[src/rtl/muldiv_unit_pkg.sv]
// Shared types and constants for the iterative RV32M multiply/divide unit.
package muldiv_unit_pkg;
  localparam int XLEN  = 32;
  localparam int CNT_W = $clog2(XLEN);

  typedef enum logic [2:0] {
    OP_MUL    = 3'b000,
    OP_MULH   = 3'b001,
    OP_MULHSU = 3'b010,
    OP_MULHU  = 3'b011,
    OP_DIV    = 3'b100,
    OP_DIVU   = 3'b101,
    OP_REM    = 3'b110,
    OP_REMU   = 3'b111
  } muldiv_op_e;

  typedef enum logic [1:0] {
    S_IDLE = 2'd0,
    S_CALC = 2'd1,
    S_DONE = 2'd2
  } muldiv_state_e;
endpackage

[src/rtl/muldiv_unit_if.sv]
// Request/response bundle between an issuing pipeline and muldiv_unit.
interface muldiv_unit_if;
  import muldiv_unit_pkg::*;

  logic            start_i;
  logic [2:0]      funct3_i;
  logic [XLEN-1:0] a_i;
  logic [XLEN-1:0] b_i;
  logic            flush_i;
  logic            busy_o;
  logic            done_o;
  logic [XLEN-1:0] result_o;

  modport master (output start_i, funct3_i, a_i, b_i, flush_i,
                  input  busy_o, done_o, result_o);
  modport slave  (input  start_i, funct3_i, a_i, b_i, flush_i,
                  output busy_o, done_o, result_o);
endinterface

[src/rtl/muldiv_unit.sv]
// Iterative radix-2 RV32M unit: 32-cycle shift-add multiply and restoring divide
// on operand magnitudes, sign fixed up on the edge that enters DONE.
module muldiv_unit
  import muldiv_unit_pkg::*;
(
  input  logic          clk_i,
  input  logic          rst_ni,
  muldiv_unit_if.slave  bus
);

  muldiv_state_e       state_q, state_d;
  logic [CNT_W-1:0]    cnt_q, cnt_d;
  logic [2*XLEN-1:0]   acc_q, acc_d;
  logic [XLEN-1:0]     opb_q, opb_d;
  logic [XLEN-1:0]     result_q, result_d;
  muldiv_op_e          op_q, op_d;
  logic                negq_q, negq_d;
  logic                negr_q, negr_d;

  // ---------------- request decode ----------------
  muldiv_op_e      op_in;
  logic            a_sgn, b_sgn, div_zero, div_ovf, special;
  logic [XLEN-1:0] a_abs, b_abs, special_res;

  assign op_in = muldiv_op_e'(bus.funct3_i);

  always_comb begin
    a_sgn = 1'b0;
    b_sgn = 1'b0;
    case (op_in)
      OP_MULH, OP_DIV, OP_REM: begin
        a_sgn = bus.a_i[XLEN-1];
        b_sgn = bus.b_i[XLEN-1];
      end
      OP_MULHSU: a_sgn = bus.a_i[XLEN-1];
      default: ;
    endcase
    a_abs    = a_sgn ? (XLEN'(0) - bus.a_i) : bus.a_i;
    b_abs    = b_sgn ? (XLEN'(0) - bus.b_i) : bus.b_i;
    div_zero = (bus.b_i == '0);
    div_ovf  = (op_in == OP_DIV || op_in == OP_REM) &&
               (bus.a_i == {1'b1, {(XLEN-1){1'b0}}}) && (bus.b_i == '1);
    special  = bus.funct3_i[2] && (div_zero || div_ovf);
    // funct3[1] separates the remainder forms from the quotient forms
    if (div_zero) special_res = bus.funct3_i[1] ? bus.a_i : '1;
    else          special_res = bus.funct3_i[1] ? '0 : {1'b1, {(XLEN-1){1'b0}}};
  end

  // ---------------- one radix-2 step ----------------
  logic [XLEN:0]     mul_sum, div_tmp, div_diff;
  logic [2*XLEN-1:0] iter_nxt, prod_fix;
  logic [XLEN-1:0]   q_fix, r_fix, fin_res;

  always_comb begin
    // acc = {partial_hi, multiplier_lo}: add at the top, shift right
    mul_sum  = {1'b0, acc_q[2*XLEN-1:XLEN]} + (acc_q[0] ? {1'b0, opb_q} : '0);
    // acc = {remainder, dividend/quotient}: shift left, trial subtract
    div_tmp  = acc_q[2*XLEN-1:XLEN-1];
    div_diff = div_tmp - {1'b0, opb_q};
    if (op_q[2]) begin
      if (!div_diff[XLEN]) iter_nxt = {div_diff[XLEN-1:0], acc_q[XLEN-2:0], 1'b1};
      else                 iter_nxt = {div_tmp[XLEN-1:0],  acc_q[XLEN-2:0], 1'b0};
    end else begin
      iter_nxt = {mul_sum, acc_q[XLEN-1:1]};
    end

    prod_fix = negq_q ? ((2*XLEN)'(0) - iter_nxt) : iter_nxt;
    q_fix    = negq_q ? (XLEN'(0) - iter_nxt[XLEN-1:0]) : iter_nxt[XLEN-1:0];
    r_fix    = negr_q ? (XLEN'(0) - iter_nxt[2*XLEN-1:XLEN]) : iter_nxt[2*XLEN-1:XLEN];
    case (op_q)
      OP_MUL:                        fin_res = prod_fix[XLEN-1:0];
      OP_MULH, OP_MULHSU, OP_MULHU:  fin_res = prod_fix[2*XLEN-1:XLEN];
      OP_DIV, OP_DIVU:               fin_res = q_fix;
      default:                       fin_res = r_fix;
    endcase
  end

  // ---------------- datapath next-state ----------------
  always_comb begin
    acc_d    = acc_q;
    cnt_d    = cnt_q;
    opb_d    = opb_q;
    op_d     = op_q;
    negq_d   = negq_q;
    negr_d   = negr_q;
    result_d = result_q;
    if (!bus.flush_i) begin
      case (state_q)
        S_IDLE: if (bus.start_i) begin
          op_d   = op_in;
          opb_d  = b_abs;
          acc_d  = {{XLEN{1'b0}}, a_abs};
          cnt_d  = '0;
          negq_d = a_sgn ^ b_sgn;
          negr_d = a_sgn;
          if (special) result_d = special_res;
        end
        S_CALC: begin
          acc_d = iter_nxt;
          cnt_d = cnt_q + 1'b1;
          if (cnt_q == CNT_W'(XLEN-1)) result_d = fin_res;
        end
        default: ;
      endcase
    end
  end

  // ---------------- FSM ----------------
  always_ff @(posedge clk_i or negedge rst_ni) begin
    if (!rst_ni) state_q <= S_IDLE;
    else         state_q <= state_d;
  end

  always_comb begin
    state_d = state_q;
    if (bus.flush_i) state_d = S_IDLE;
    else begin
      case (state_q)
        S_IDLE:  if (bus.start_i) state_d = special ? S_DONE : S_CALC;
        S_CALC:  if (cnt_q == CNT_W'(XLEN-1)) state_d = S_DONE;
        default: state_d = S_IDLE;
      endcase
    end
  end

  always_comb begin
    bus.busy_o   = (state_q != S_IDLE);
    bus.done_o   = (state_q == S_DONE);
    bus.result_o = result_q;
  end

  always_ff @(posedge clk_i or negedge rst_ni) begin
    if (!rst_ni) begin
      cnt_q    <= '0;
      acc_q    <= '0;
      opb_q    <= '0;
      op_q     <= OP_MUL;
      negq_q   <= 1'b0;
      negr_q   <= 1'b0;
      result_q <= '0;
    end else begin
      cnt_q    <= cnt_d;
      acc_q    <= acc_d;
      opb_q    <= opb_d;
      op_q     <= op_d;
      negq_q   <= negq_d;
      negr_q   <= negr_d;
      result_q <= result_d;
    end
  end

endmodule
[src/flat_wrapper.sv]
// flat-port wrapper written by rule: the top's interface ports become plain ports
module muldiv_unit_flat import muldiv_unit_pkg::*;
  (clk_i, rst_ni, bus_start_i, bus_funct3_i, bus_a_i, bus_b_i, bus_flush_i, bus_busy_o, bus_done_o, bus_result_o);
  muldiv_unit_if bus_i ();
  input  logic clk_i;
  input  logic rst_ni;
  input wire logic [$bits(bus_i.start_i)-1:0] bus_start_i;
  input wire logic [$bits(bus_i.funct3_i)-1:0] bus_funct3_i;
  input wire logic [$bits(bus_i.a_i)-1:0] bus_a_i;
  input wire logic [$bits(bus_i.b_i)-1:0] bus_b_i;
  input wire logic [$bits(bus_i.flush_i)-1:0] bus_flush_i;
  output wire logic [$bits(bus_i.busy_o)-1:0] bus_busy_o;
  output wire logic [$bits(bus_i.done_o)-1:0] bus_done_o;
  output wire logic [$bits(bus_i.result_o)-1:0] bus_result_o;
  assign bus_i.start_i = bus_start_i;
  assign bus_i.funct3_i = bus_funct3_i;
  assign bus_i.a_i = bus_a_i;
  assign bus_i.b_i = bus_b_i;
  assign bus_i.flush_i = bus_flush_i;
  assign bus_busy_o = bus_i.busy_o;
  assign bus_done_o = bus_i.done_o;
  assign bus_result_o = bus_i.result_o;
  muldiv_unit u_core (.clk_i(clk_i), .rst_ni(rst_ni), .bus(bus_i));
endmodule
[config.mk]
export PLATFORM = sky130hd
export DESIGN_NAME = muldiv_unit_flat
export DESIGN_NICKNAME = d
export VERILOG_FILES = /design/src/rtl/muldiv_unit_pkg.sv /design/src/rtl/muldiv_unit_if.sv /design/src/rtl/muldiv_unit.sv /design/src/flat_wrapper.sv
export SDC_FILE = /design/constraint.sdc
export NUM_CORES = 1
export LEC_CHECK = 0
export ABC_AREA = 0
export CORE_AREA = 2 2 190 192
export CTS_CLUSTER_DIAMETER = 120
export CTS_CLUSTER_SIZE = 28
export DETAILED_ROUTE_END_ITERATION = 8
export DIE_AREA = 0 0 192 194
export SYNTH_ARGS = -nofsm -noshare
export SYNTH_HDL_FRONTEND = slang
export SYNTH_SLANG_ARGS = --single-unit
export TNS_END_PERCENT = 1
[constraint.sdc]
create_clock -name clk_i -period 6 [get_ports clk_i]
set_input_delay 1.8 -clock clk_i [delete_from_list [all_inputs] [get_ports clk_i]]
set_output_delay 1.8 -clock clk_i [all_outputs]
set_load 0.03 [all_outputs]
==> results of run 1 <==
[worst max path at each step]
| stage | end | slack, ns | cells after the start |
|---|---|---|---|
| final | u_core.bus.result_o[30] | 0.21 | 17 |
| after CTS | u_core.bus.result_o[28] | 0.38 | 21 |
| after floorplan | u_core.bus.result_o[30] | 0.55 | 24 |
| after global routing | u_core.bus.result_o[30] | 0.03 | 16 |
| after detailed placement | u_core.bus.result_o[28] | 0.17 | 11 |
| after global placement | u_core.bus.result_o[8] | 0.20 | 14 |
[timing repair]
item	in CTS	in global routing
setup endpoints to repair	0	1
hold endpoints to repair	0	0
resized for setup	0	1
[synth_stat cells, drive strengths merged (12+ instances only)]
cell type  number  share of area [%]
nor2b          17               0.68
xnor2         106                6.0
nand4          51                2.1
nor2          158                3.9
o211ai         13               0.63
or2            13               0.52
o21a           12               0.59
inv            66                1.6
ha             71                5.7
o41ai          14               0.79
nor3b          13               0.63
nor3           54                1.8
a211oi         22                1.2
a21oi         170                5.5
o22ai          13               0.52
clkbuf         86                2.1
nor4           23                1.0
xor2           76                4.3
o21ai         241                7.8
a22o           13               0.73
a21o           31                1.5
mux2i          36                2.3
o221ai         16               0.94
nand2         242                5.9
or4            15               0.75
or3            25                1.0
nand2b         15               0.60
buf            46                1.6
dfrtp         140                 22
a31oi          33                1.4
nand3          49                1.6
and2           49                2.0
o31ai          37                1.8
[worst max-delay path, stage by stage, from the launching register on]
cell	delay, ns
dfrtp_1	0.95
and2_1	0.24
ha_1	0.20
fa_1	0.23
a21o_1	0.19
nor3b_1	0.30
nor2_1	0.14
a2111oi_0	0.81
o21a_1	0.23
nor3_1	0.06
a311oi_1	0.43
nand4_1	0.21
or4_1	0.56
buf_4	0.18
o41ai_1	0.44
xor2_1	0.28
o21ai_0	0.11
o21ai_1	0.14
[cell type report]
cell class              count  area (µm²)  share of cell area, %
clock inverters            13         213                   1.17
inverters                  67         251                   1.38
flip-flops and latches    140        3510                   19.2
repair buffers            224        1970                   10.8
clock buffers              18         439                   2.41
multi-input cells        1770       11300                   61.9
well taps                 461         577                   3.16
[cells by family (layout without fill, tap and decap cells)]
logic type / count (synthesis) / after routing / synth area share, %
AOI/OAI and AO/OA: 719 / 719 / 29.4
xor gates and xnor gates: 182 / 182 / 10.2
muxes: 44 / 44 / 2.89
buffers and inverters: 199 / 322 / 5.29
DFF: 140 / 140 / 22.5
and+or+nand+nor: 752 / 752 / 23.8
adders and majority gates: 73 / 73 / 5.95
[power groups by stage]
stage	clock [mW]	sequential, mW	combinational, mW
floorplan	0	1.33	3.36
global placement	0	1.45	5.11
detailed placement	0	1.45	5.14
CTS	1.24	1.44	5.16
global route	1.27	1.47	5.70
finish	1.23	1.45	5.33
[through the flow]
stage	hold WS, ns	utilization [%]
3_3_place_gp	0.460	49.9
5_1_grt	0.535	51.8
3_5_place_dp	0.484	49.9
4_1_cts	0.497	51.8
2_1_floorplan	0.445	-
6_report	0.492	51.8
[routing by layer]
layer / vias up / share of wire (%) / GRT usage (%)
met5: - / 0.046 / 0
met1: 8262 / 45 / 50.9
met4: 4 / 2.3 / 9.36
met3: 100 / 11 / 10.7
met2: 797 / 42 / 50.3
li1: 7976 / - / -
[registers in the layout, summed over array words and instances (netlist names)]
name,cells
u_core.acc_q,64
u_core.bus.result_o,32
u_core.opb_q,32
u_core.cnt_q,5
u_core.op_q,3
u_core.state_q,2
u_core.negq_q,1
u_core.negr_q,1
==> results.md, run 1 <==
- Worst Min Path Start: u_core.cnt_q[4]
- Max_slew headroom: 35.3%
- Max H-tree Level: 4
- First-pass iteration count of the detailed router: 6
- FF-to-FF setup slack: ~0.21 ns
- Number of port buffers: approximately 100
- Total CTS buffers: 17
- Cell Int Power: around 3.9 mW
- Vias in the first global route: roughly 16000
- P per Cell Area: about 440 mW/mm²
- Row cnt: roughly 70
- Static Leakage: 7.54 nW
- Seq/Total Area, Yosys: between 20% and 30%
- Setup WS post-layout: between 0.2 and 0.25 ns
- Hold Vio Cnt, Final: 0
- Combinational Power Share: about two thirds
- #FFs+latches synth: 140
- Overflow after GRT: 0
- Most common cell after layout, fill and taps aside: nand2_1
- F_max: approximately 170 MHz
- Inserted Diodes: 0
- Die Y: approximately 190 µm
- Post-DP HPWL: 52000 µm
- Mean Syn Cell Area: between 7 and 8 µm²
- Layout Cells excl Fill: about 2700
- NetSw: between 4 and 5 mW
- Final total power: approximately 8 mW
- Vias/cell: 6.36
- Outcome: complete, no violations
- RSZ-0062 raised after global routing: no
- Routed wire length: 65600 µm
- Commonest non-fill, non-tap cells in the layout: 240 x nand2_1, 226 x o21ai_0, 169 x a21oi_1
- Fin Clk Skew: about 0.014 ns
- Max-Cap Viols: 0
- Crit end category: register
- Setup TNS: 0 ns
- Worst-case vdd ir drop: between 0.0002 and 0.00025 V
- Post-CTS setup buffers: 0
- Required @ worst endpoint: roughly 6.4 ns
- Layout Nets: 2364
- CTS sink count: 140
- Post-route clock period utilization: 96.4%
- Final setup fails: 0
- Final Max Tran Viols: 0
- Pre-CTS WS: approximately 0.17 ns
- Core area: between 0.03 and 0.04 mm²
- Worst reg2reg path endpoint: u_core.bus.result_o[30]
- Layout cell share with drive strength beyond 1: under 10%
- I/O pins: between 100 and 150
- Syn nets: 2253
- Placer Congestion: around 1.0
- Design Area, Final: 0.0182 mm²
- Cell count of the worst hold path: 2
- Dpl cells: roughly 2700
- CP Launch Type: register
- Hold worst-path end: u_core.cnt_q[4]
- Syn Inst Count: ~2100
- Tmin final: approximately 5.8 ns
- Reg2Reg Launch Point: u_core.acc_q[0]
- DRC: 0
- Post-synth EDFFs: 0
- Async SR Flop Fraction: 100%
- Top FF cell, synth: dfrtp_1
- Root Driver: clkbuf_16
- Wire length of the first global-routing pass: 99000 µm
- CTS tree: built
- Max Fanout on Critical Path: 31
- Routed Antenna Nets: 0
- Syn Std Cell Area: 0.0156 mm²
- Largest net degree at the start of global routing: 88
- Sw frac: between 50% and 60%
- Class of the worst hold path: register to register
- GR Util All Layers: 35.1%
- Synth Warn #: 0
- Vias: 17100
- Worst Setup SP: u_core.acc_q[0]
- Clock transition at path regs: around 0.070 ns
- Reg power frac: 18.1%
- Clk Latency, worst-skew pair: 0.45 ns
- Area growth syn-to-layout: 17.0%
- CP arrival: 6.17 ns
- Cells on worst reg2reg path: 17
- Clk pwr share: approximately 15%
- WS Path Type: register to register
- Least-Margin Pin Slew: 0.964 ns
- Initial antenna violation count: 2
- Area after DPL: roughly 0.018 mm²
- Initial core utilization: around 44%
- Worst-case clock buffer depth: 2
- Post-CTS Hold Fix Bufs: 0
- Die Width: 192 µm
- Post-synth cell types: between 90 and 100
- Wire per inst: ~24 µm
- # fillers: 3507
- Die area: 0.0372 mm²
- Starting DRT DRC Count: 1971
(Power assumes the default switching activity.)
==> run 2, diff against run 1 <==
Settings changed: DONT_BUFFER_PORTS from default to 1, RECOVER_POWER from default to 25.
==> results.md, run 2 (synthesis gave the netlist of run 1 again) <==
- Routed Antenna Nets: 0 (unchanged)
- Max_slew headroom: 32.2% (-3.1 points)
- Initial antenna violation count: 4 (+2)
- F_max: 173 MHz (-0.20%)
- Setup TNS: 0 ns (unchanged)
- Crit end category: register
- Commonest non-fill, non-tap cells in the layout: 240 x nand2_1, 226 x o21ai_0, 169 x a21oi_1
- Die area: 0.0372 mm² (unchanged)
- Outcome: complete, no violations
- Max Fanout on Critical Path: 25 (-19%)
- WHS: 0.485 ns (-0.00627 ns)
- Layout Nets: 2213 (-6.4%)
- Die Width: 192 µm (unchanged)
- Max-Cap Viols: 0 (unchanged)
- First-pass iteration count of the detailed router: 6 (unchanged)
- Pre-CTS WS: 0.328 ns (+0.161 ns)
- DRC: 0 (unchanged)
- Class of the worst hold path: register to register
- Starting DRT DRC Count: 1976 (+0.25%)
- Area after DPL: 0.0162 mm² (-8.1%)
- Required @ worst endpoint: 6.33 ns (-0.05 ns)
- Least-Margin Pin Slew: 1.01 ns (+0.0467 ns)
- Wire per inst: 25.3 µm (+3.7%)
- Dpl cells: 2511 (-5.7%)
- Largest Register: u_core.acc_q
- CP arrival: 6.12 ns (-0.05 ns)
- Most common cell after layout, fill and taps aside: nand2_1
- Routed wire length: 64300 µm (-2.0%)
- Vias: 16600 (-3.0%)
- Root Driver: clkbuf_16
- Tmin final: 5.80 ns (+0.0116 ns)
- Layout cell share with drive strength beyond 1: 7.83% (-1.4 points)
- Final Max Tran Viols: 0 (unchanged)
- RSZ-0062 raised after global routing: no
- Core area: 0.0352 mm² (unchanged)
- WS Path Type: register to register
- Post-DP HPWL: 50400 µm (-3.0%)
- Util after Layout: 47.6% (-4.2 points)
- Multi-input combinational cell area: 0.0113 mm² (+0.22%)
- Post-cts sizing count: 0 (unchanged)
- Worst-case clock buffer depth: 2 (unchanged)
- Static Leakage: 6.88 nW (-8.8%)
- # fillers: 3611 (+3.0%)
- P per Cell Area: 450 mW/mm² (+2.5%)
- Design Area, Final: 0.0168 mm² (-8.1%)
- Row cnt: 69 (unchanged)
- Combinational Power Share: 66.2% (-0.3 points)
- Hold Vio Cnt, Final: 0 (unchanged)
- Clk pwr share: 14.3% (-1.1 points)
- Number of port buffers: 0 (-100%)
- Die Y: 194 µm (unchanged)
- NetSw: 4.09 mW (-1.2%)
- Layout Cells excl Fill: 2544 (-5.5%)
- Max H-tree Level: 4 (unchanged)
- Setup WS post-layout: 0.203 ns (-0.0116 ns)
- Clk Latency, worst-skew pair: 0.46 ns (about the same)
- Storage cell area: 0.00351 mm² (unchanged)
- CP Launch Type: register
- Total CTS buffers: 17 (unchanged)
- Reg power frac: 19.5% (+1.4 points)
- CTS sink count: 140 (unchanged)
- Vias/cell: 6.53 (+2.7%)
- Cell Int Power: 3.46 mW (-11%)
- Max reg flops: 64 (unchanged)
- Final setup fails: 0 (unchanged)
- Overflow after GRT: 0 (unchanged)
- Final total power: 7.55 mW (-5.8%)
- Critical-path cell list: buf_4, and2_1, ha_1, a21oi_1, nor3_1, a21oi_1, o21ai_1, nor3b_1, nor3_1, a311o_1, or4_4, or4_1, o41ai_1, xor2_1, a221oi_1, o21ai_1
- GR Util All Layers: 34.6% (-0.51 points)
- Slowest CP cell: or4_1
- Slowest Stage Delay on Critical Path: 0.69 ns (-0.26 ns)
- Fin Clk Skew: 0.0130 ns (-0.00150 ns)
- I/O pins: 105 (unchanged)
- Sw frac: 54.2% (+2.5 points)
- Clock transition at path regs: 0.08 ns (about the same)
- CTS tree: built
- Post-CTS Hold Fix Bufs: 0 (unchanged)
- Placer Congestion: 1.01 (+0.41%)
- Post-CTS setup buffers: 0 (unchanged)
- Vias in the first global route: 15400 (-3.4%)
- Area growth syn-to-layout: 7.53%
- Wire length of the first global-routing pass: 97200 µm (-1.8%)
- Largest net degree at the start of global routing: 141 (+60%)
- Post-route clock period utilization: 96.6% (+0.19 points)
- Worst-case vdd ir drop: 0.000330 V (+38%)
- Initial core utilization: 44.3% (unchanged)
## run 2: final cells by class
class,count,share of cell area [%]
Clock buffer,17,2.54
Tap cell,461,3.44
Clock inverter,15,0.873
Inverter,67,1.50
Antenna cell,1,0.0149
Timing Repair Buffer,73,3.27
Sequential cell,140,20.9
Multi-Input combinational cell,1770,67.5
## run 2: critical path: cells and delay by family, from the launching register on
family | cells | cell delay (ns)
buffers and inverters | 1 | 0.35
DFF | 1 | 0.60
xor gates and xnor gates | 1 | 0.12
adders and majority gates | 1 | 0.38
AOI/OAI and AO/OA | 7 | 2.30
and+or+nand+nor | 6 | 1.88
## run 2: routing by layer
metal,vias up,global-route usage (%),wire (µm)
li1,7672,-,-
met1,8007,48.8,27700
met2,822,49.6,27200
met3,115,11.9,7450
met4,6,10.7,1890
met5,-,0,36
## run 2: worst paths after layout
path	from	cells past startpoint	slack (ns)	to
worst max-delay path	u_core.acc_q[0]	16	0.20	u_core.bus.result_o[30]
worst min-delay path	u_core.cnt_q[4]	2	0.49	u_core.cnt_q[4]
worst max register to register	u_core.acc_q[0]	16	0.20	u_core.bus.result_o[30]
worst min register to register	u_core.cnt_q[4]	2	0.49	u_core.cnt_q[4]
max in group asynchronous	rst_ni	0	4.64	u_core.op_q[2]
min in group asynchronous	rst_ni	0	1.04	u_core.opb_q[9]
## run 2: power by group through the flow
stage	Clock, mW	Sequential (mW)	Combinational (mW)
after global placement	0	1.48	4.81
after detailed placement	0	1.48	4.82
after floorplan	0	1.33	3.36
final	1.08	1.47	5.00
after global routing	1.13	1.50	5.35
after CTS	1.09	1.46	4.84
